**config.mk**
```make
export PLATFORM = sky130hd
export DESIGN_NAME = lsq_load_rs
export DESIGN_NICKNAME = d
export VERILOG_FILES = /design/src/rtl/lsq_load_rs.sv
export SDC_FILE = /design/constraint.sdc
export NUM_CORES = 2
export LEC_CHECK = 0
export BUFFER_PORTS_ARGS = -buffer_cell sky130_fd_sc_hd__buf_2
export CAP_MARGIN = 10
export CORE_AREA = 2 2 597 599
export DETAILED_ROUTE_END_ITERATION = 16
export DIE_AREA = 0 0 599 601
export PLACE_DENSITY_LB_ADDON = 0.15
export SLEW_MARGIN = 20
export SYNTH_ARGS = -nofsm -noshare
export SYNTH_HDL_FRONTEND = slang
export SYNTH_SLANG_ARGS = --single-unit
```
**constraint.sdc**
```tcl
create_clock -name clk -period 16.4 [get_ports clk]
set_input_delay 1.64 -clock clk [delete_from_list [all_inputs] [get_ports clk]]
set_output_delay 1.64 -clock clk [all_outputs]
set_load 0.005 [all_outputs]
```
**src/rtl/lsq_load_rs.sv**
```systemverilog
// Single-entry load reservation station: operand wakeup, AGU handoff,
// older-store check, then store-to-load forwarding or data-cache issue.

package lsq_load_rs_pkg;
    localparam int PIPE_WIDTH    = 5;
    localparam int TAG_WIDTH     = 6;
    localparam int CPU_DATA_BITS = 32;
    localparam int PC_BITS       = 32;

    typedef struct packed {
        logic                     is_renamed;
        logic [TAG_WIDTH-1:0]     tag;
        logic [CPU_DATA_BITS-1:0] data;
    } operand_t;

    typedef struct packed {
        logic                 is_valid;
        logic                 agu_comp;
        logic [PC_BITS-1:0]   pc;
        logic [TAG_WIDTH-1:0] dest_tag;
        operand_t             src_0_a;
        operand_t             src_0_b;
        operand_t             src_1_a;
    } instruction_t;

    typedef struct packed {
        logic                     is_valid;
        logic                     exception;
        logic [TAG_WIDTH-1:0]     dest_tag;
        logic [CPU_DATA_BITS-1:0] result;
    } writeback_packet_t;
endpackage

// Per store-queue entry classification against the waiting load.
module lsq_load_rs_stq_cmp
    import lsq_load_rs_pkg::*;
(
    input  logic                     st_valid,
    input  logic [PC_BITS-1:0]       st_pc,
    input  logic                     st_comp,
    input  logic [CPU_DATA_BITS-1:0] st_addr,
    input  logic [PC_BITS-1:0]       ld_pc,
    input  logic [CPU_DATA_BITS-1:0] ld_addr,
    output logic                     unknown,
    output logic                     match
);
    logic older;
    assign older   = st_valid && (st_pc < ld_pc);
    assign unknown = older && !st_comp;
    assign match   = older && st_comp && (st_addr == ld_addr);
endmodule

module lsq_load_rs
    import lsq_load_rs_pkg::*;
#(
    parameter int STQ_DEPTH = 5
) (
    input  logic                                 clk,
    input  logic                                 rst,
    input  logic                                 flush,
    input  logic                                 cache_stall,
    input  instruction_t                         rs_entry,
    input  logic                                 rs_we,
    output logic                                 rs_write_rdy,
    output logic                                 rs_read_rdy,
    output instruction_t                         execute_pkt,
    input  logic                                 alu_re,
    input  writeback_packet_t [PIPE_WIDTH-1:0]   cdb_ports,
    output logic                                 agu_read_rdy,
    output instruction_t                         agu_execute_pkt,
    input  writeback_packet_t                    agu_port,
    input  instruction_t      [STQ_DEPTH-1:0]    store_q,
    input  logic                                 forward_re,
    output writeback_packet_t                    forward_pkt,
    output logic                                 forward_rdy
);
    typedef enum logic [1:0] {EMPTY, WAIT_OPS, WAIT_ADDR, CHECK} state_t;

    state_t       state, state_nxt;
    instruction_t entry, entry_nxt;

    logic [STQ_DEPTH-1:0]     st_unknown, st_match;
    logic                     any_unknown, any_match, y_rdy;
    logic [PC_BITS-1:0]       y_pc;
    logic [CPU_DATA_BITS-1:0] y_data;

    // Fields of the buses that this station never looks at.
    logic unused_bits;
    assign unused_bits = ^{agu_port, cdb_ports, store_q};

    // Descending scan so the lowest matching CDB port is applied last and wins.
    function automatic operand_t wake(operand_t op, writeback_packet_t [PIPE_WIDTH-1:0] cdb);
        operand_t r;
        r = op;
        for (int i = PIPE_WIDTH - 1; i >= 0; i--) begin
            if (op.is_renamed && cdb[i].is_valid && cdb[i].dest_tag == op.tag) begin
                r.data       = cdb[i].result;
                r.is_renamed = 1'b0;
            end
        end
        return r;
    endfunction

    genvar g;
    generate
        for (g = 0; g < STQ_DEPTH; g++) begin : g_stq
            lsq_load_rs_stq_cmp u_cmp (
                .st_valid (store_q[g].is_valid),
                .st_pc    (store_q[g].pc),
                .st_comp  (store_q[g].agu_comp),
                .st_addr  (store_q[g].src_0_a.data),
                .ld_pc    (entry.pc),
                .ld_addr  (entry.src_0_a.data),
                .unknown  (st_unknown[g]),
                .match    (st_match[g])
            );
        end
    endgenerate

    // Pick the youngest older store whose address hits the load.
    always_comb begin
        any_unknown = |st_unknown;
        any_match   = 1'b0;
        y_pc        = '0;
        y_rdy       = 1'b0;
        y_data      = '0;
        for (int i = 0; i < STQ_DEPTH; i++) begin
            if (st_match[i] && (!any_match || store_q[i].pc > y_pc)) begin
                any_match = 1'b1;
                y_pc      = store_q[i].pc;
                y_rdy     = !store_q[i].src_1_a.is_renamed;
                y_data    = store_q[i].src_1_a.data;
            end
        end
    end

    assign rs_write_rdy    = (state == EMPTY);
    assign agu_read_rdy    = (state == WAIT_OPS) && !entry.src_0_a.is_renamed
                             && !entry.src_0_b.is_renamed;
    assign agu_execute_pkt = entry;
    assign execute_pkt     = entry;
    assign forward_rdy     = (state == CHECK) && !any_unknown && any_match && y_rdy;
    assign rs_read_rdy     = (state == CHECK) && !any_unknown && !any_match && !cache_stall;

    // Forward packet is all-zero unless a forward is actually on offer.
    always_comb begin
        forward_pkt = '0;
        if (forward_rdy) begin
            forward_pkt.is_valid = 1'b1;
            forward_pkt.dest_tag = entry.dest_tag;
            forward_pkt.result   = y_data;
        end
    end

    // Next-state and entry update; flush overrides everything else.
    always_comb begin
        state_nxt = state;
        entry_nxt = entry;
        case (state)
            EMPTY: if (rs_we) begin
                entry_nxt         = rs_entry;
                entry_nxt.src_0_a = wake(rs_entry.src_0_a, cdb_ports);
                entry_nxt.src_0_b = wake(rs_entry.src_0_b, cdb_ports);
                state_nxt         = WAIT_OPS;
            end
            WAIT_OPS: begin
                entry_nxt.src_0_a = wake(entry.src_0_a, cdb_ports);
                entry_nxt.src_0_b = wake(entry.src_0_b, cdb_ports);
                if (agu_read_rdy) state_nxt = WAIT_ADDR;
            end
            WAIT_ADDR: if (agu_port.is_valid) begin
                entry_nxt.src_0_a.data = agu_port.result;
                state_nxt              = CHECK;
            end
            CHECK: if ((forward_re && forward_rdy) || (alu_re && rs_read_rdy)) begin
                entry_nxt = '0;
                state_nxt = EMPTY;
            end
            default: begin
                entry_nxt = '0;
                state_nxt = EMPTY;
            end
        endcase
        if (flush) begin
            entry_nxt = '0;
            state_nxt = EMPTY;
        end
    end

    // State and entry registers with synchronous reset.
    always_ff @(posedge clk) begin
        if (rst) begin
            state <= EMPTY;
            entry <= '0;
        end else begin
            state <= state_nxt;
            entry <= entry_nxt;
        end
    end
endmodule

```
==> Word level (Yosys, flattened, before mapping) <==
Index checks and enable logic that the tools add are counted.
{ "classes": {"n_lt_le_gt_ge": 9, "n_eq_ne": 34, "muxes": 74, "bitwise_logic": 1, "n_reduce_logical": 108} }
{ "ops": {"columns": ["cell", "count"], "rows": [
  ["32-bit two-way mux", 30],
  ["157-bit two-way mux", 2],
  ["32-bit equality test", 5],
  ["32-bit < comparator", 5],
  ["32-bit > comparator", 4],
  ["32-bit one-hot mux with 4 select lines", 1],
  ["6-bit equality test", 20],
  ["39-bit one-hot mux with 3 select lines", 1],
  ["40-bit one-hot mux with 2 select lines", 1],
  ["39-bit one-hot mux with 2 select lines", 1],
  ["1-bit logical AND", 73],
  ["38-bit two-way mux", 1],
  ["1-bit two-way mux", 31],
  ["7-bit one-hot mux with 3 select lines", 1],
  ["4-bit AND reduction", 5],
  ["1-bit zero test", 19],
  ["6-bit by 1-bit inequality test with 1-bit output, second input constant", 2],
  ["2-bit two-way mux", 4],
  ["2-bit one-hot mux with 4 select lines", 1],
  ["2-bit inequality test, second input constant", 3],
  ["1-bit logical OR", 5],
  ["5-bit OR reduction", 1],
  ["2-bit equality test, second input constant", 2],
  ["3-bit AND reduction", 1],
  ["7 further kinds", 7]
]} }
{ "word_totals": {"ff_bits": 159, "in_bits": 1189, "out_inout_bits": 358, "word_cells": 240} }

==> Longest topological paths before layout <==
{ "logic_depth": {"word_depth": 28, "depth_mapped": 64, "mapped_depth_nobuf": 51} }

==> Hierarchy <==
Synthesis repeated with hierarchy kept, for this count alone.
{ "unflattened": {"hier_cells": 3731, "hier_area_um2": 27239.9} }
{ "modules_own_cells": {"columns": ["mod", "instances", "cells_each", "area_each_um2", "seq_area_each_um2"], "rows": [
  ["lsq_load_rs", 1, 2976, 21353.0, 3183.1],
  ["lsq_load_rs_stq_cmp", 5, 151, 1177.4, 0.0]
]} }

==> Worst setup path after synthesis <==
Ideal clock, no wire load.
{ "synth_timing": {"path_type": "input to output", "start": "input port store_q[144] (netlist bit)", "end": "output port forward_pkt[39] (netlist bit)", "arrival_time_ps": 14086, "required_time_ps": 14760, "setup_slack_ps": 674, "stages": 60, "n_path_buf": 14, "path_cell_list": "ha_1 a21o_1 a21o_1 a221o_1 a22oi_1 and4_1 clkbuf_1 buf_1 nand2_1 ha_1 nor2b_1 o211ai_1 a2111o_1 o211a_1 o21ai_0 o21a_1 clkbuf_1 clkbuf_1 (+24 left out) buf_1 clkbuf_1 mux2_2 ha_1 a21o_1 a21o_1 a21oi_1 o211ai_1 a2111oi_0 o2111ai_1 a21oi_1 nand2b_1 buf_2 a311o_1 clkbuf_1 buf_1 inv_1 buf_4"} }
{ "synth_rtl": {"columns": ["item", "line_no", "text"], "rows": [
  ["start: declaration", "72", "input instruction_t [STQ_DEPTH-1:0] store_q,"],
  ["end: declaration", "74", "output writeback_packet_t forward_pkt,"]
]} }

==> flow_summary.yaml <==
status:
  outcome: "finished with violations"
  violations: "max-capacitance violations, max-slew violations"
placement:
  dp_slack_ns: -0.556
  place.gp.congestion: 0.859
  io_buffers: 1243
  dp_cells: 9608
  place_hpwl_mm: 229
logic_synthesis:
  synthSimpleGateAreaFrac_pct: 19.8
  synth.top_cell.area_share_pct: 13.5
  synth.area.top_cells: "ha_1 13%, dfxtp_1 12%, a21oi_1 8.2%, a211oi_1 6.2%, mux2i_1 6.1%"
  synth_commonest_cells: "435 x a21oi_1, 424 x nor2_1, 287 x ha_1, 285 x nand2_1, 246 x clkbuf_1"
  netlist_area_um2: 26700
  synthDistinctLibCells: 74
  synth-edff-count: 0
  synth_seq_area_share_pct: 11.9
  yosys.area.top_type: "ha_1"
  synth_area_per_cell_um2: 7.16
  synth_most_common_cell: "a21oi_1"
  async_flop_share_pct: 0
  synth_fa_ha_area_share_pct: 13.5
  synth_compound_area_share_pct: 24.9
  synthMuxAreaShare_pct: 10.2
  yosys_register_bits: 159
  synth_top_family_by_area: "compound AO/OA/AOI/OAI gates"
  syn-num-nets: 5202
  synth_flop_cell: "dfxtp_1"
  synthCells: 3726
  ys_warn_count: 0
  synthXorXnorAreaFrac_pct: 9.19
global_routing:
  overflow: 0
  antenna_found_initial: 209
  grt_max_degree: 70
  grt_first_pass_wirelength_mm: 344
  grt_pass1_vias: 33487
  track_usage_pct: 14.5
layout:
  nets: 6370
  layout.cells.non_filler: 9743
  fillCellCount: 41574
  drive_gt1_share_pct: 37.1
  fin_util_pct: 11.5
  syn_to_final_growth_pct: 53.0
clock_network:
  cts_max_level: 4
  cts.path.max_buffers: 3
  cts.sinks: 159
  path_clk_slew_ns: 0.08
  cts_buffers: 21
  cts_tree: "built"
  cts-root-buf: "clkbuf_16"
  clock_latency_ns: 0.60
  cts_hold_buf: 0
critical_path:
  cp_top_family: "simple AND/OR/NAND/NOR gates"
  worst_setup_path_end_kind: "output pin"
  worstPathBufferInverterCount: 14
  crit_fanout: 12
  crit_required_ns: 14.76
  path_common_cell: "buf_4"
  critical_path.slowest_cell: "or4_4"
  crit_type: "in -> out"
  startpoint_type: "input pin"
  crit_path_max_incr_delay_ns: 0.51
  cp.arrival_ns: 14.11
power_and_ir_drop:
  clkPwrFrac_pct: 32.3
  power_density_nw_per_um2: 43.8
  p_comb_share_pct: 43.1
  p_sw_uw: 783
  p_leak_uw: 0.0179
  power.share.sequential_pct: 24.6
  ir_drop_v: 0.0000530
  switching_share_pct: 43.8
  internal_power_uw: 1010
timing:
  fin_ws_ns: 0.652
  setup_viol: 0
  fin_crit_sh_pct: 96.0
  hold_ws_ns: 0.477
  slew_headroom_pct: -2.96
  final_hold_viol_count: 0
  final-max-slew-violation-count: 9
  fin_crit_ns: 15.75
  fin_skew_ns: 0.0418
  max_freq_ghz: 0.0635
  tightest_slew_ns: 1.53
floorplan:
  rows: 219
  die_width_um: 599
  die_y_um: 601
  dieArea_um2: 360000
  ioPinCount: 1547
  core_area_um2: 354000
  initial_core_util_pct: 7.53
drt:
  route.detailed.drc: 0
  first_iter_violations: 1988
  ant_nets: 0
  vias_per_cell: 3.47
  drt_pass1_iterations: 5
  post_drt_wl_per_cell_um: 27.9
  routed_wl_mm: 272
  vias: 33830
min_path:
  hold_path.class: "reg -> reg"
flow_run:
  maxCapViolCount: 1
==> cell families after synthesis <==
family / Yosys count
and+or+nand+nor: 1123
adders and majority gates: 287
muxes: 259
buffers and inverters: 563
other: 1
DFF: 159
AOI/OAI and AO/OA: 1054
xor gates and xnor gates: 280
==> registers in the layout, indices dropped and copies added, names as in the netlist <==
signal           cells
agu_execute_pkt    157
state                2
==> metrics by stage <==
step	setup TNS (ns)	cell area (um^2)	power (uW)
global placement	-19.48	39500	1250
global route	-0.0150	40700	1930
CTS	0	40300	1880
finish	0	40800	1790
detailed placement	-15.60	39500	1250
floorplan	0	26700	774
==> worst min-delay path, cell delays in order, from the launching register on <==
cell and delay (ns):
dfxtp_1 0.33, nand2_1 0.06, o21ai_1 0.05
==> what timing repair did <==
action / 4_1_cts / 5_1_grt
endpoints found under the hold margin: 0 / 0
cloned: 1 / 6
resized for setup: 15 / 32
setup endpoints to repair: 40 / 40
setup buffers: 0 / 7
pin swaps: 0 / 16
==> metal layers <==
layer  vias to the layer above  share of wire [%]  track usage, %  routed length (um)
li1                      15769                  -               -                   -
met1                     16427                 44            18.4              120000
met2                      1161                 48            25.0              131000
met3                       367                5.7            3.21               15400
met4                       106                1.8            2.44                5030
met5                         -               0.25               0                 690
==> placed cells by master (no fill, tap or decap), types with 7 or more instances in the layout <==
master,count
buf_2,1243
a21oi_1,432
nor2_1,422
buf_4,344
nand2_1,284
ha_1,283
a211oi_1,220
mux2i_1,159
dfxtp_1,159
xor2_1,153
xnor2_1,127
o21ai_0,110
nand3_1,108
mux2_2,96
inv_1,91
diode_2,88
nand4_1,82
o21a_1,81
a21o_1,52
nand4b_1,43
nor3b_1,39
o21ai_1,38
a221oi_1,37
nor4_1,30
nor3_1,27
clkbuf_16,22
buf_12,20
nor4_2,14
nor2b_1,13
nand2b_1,10
a211oi_2,10
and4_1,8
o211ai_1,8
or3_1,7
==> path summary, 6_finish.rpt <==
check	start	endpoint	slack, ns	cells past startpoint
setup reg to reg	agu_execute_pkt[134]	agu_execute_pkt[100]	2.54	61
hold / removal	agu_execute_pkt[33]	agu_execute_pkt[33]	0.48	2
hold reg to reg	agu_execute_pkt[33]	agu_execute_pkt[33]	0.48	2
setup / recovery	store_q[154]	forward_pkt[24]	0.65	60
==> power by group through the flow <==
stage | Sequential (uW) | Combinational, uW | Clock (uW)
final | 440 | 770 | 578
after global routing | 443 | 852 | 635
after CTS | 443 | 800 | 640
after detailed placement | 451 | 795 | 0
after global placement | 451 | 795 | 0
after floorplan | 429 | 345 | 0
==> cell type report <==
class | instances | area, um^2 | area share, %
flip-flops and latches | 159 | 3180 | 7.80
clock buffers | 26 | 574 | 1.41
diodes | 88 | 220 | 0.540
inverters | 91 | 342 | 0.837
repair buffers | 1612 | 9280 | 22.7
clock inverters | 7 | 120 | 0.294
multi-input cells | 3009 | 21100 | 51.8
well taps | 4751 | 5940 | 14.6
Power figures use the tool's default switching activity.
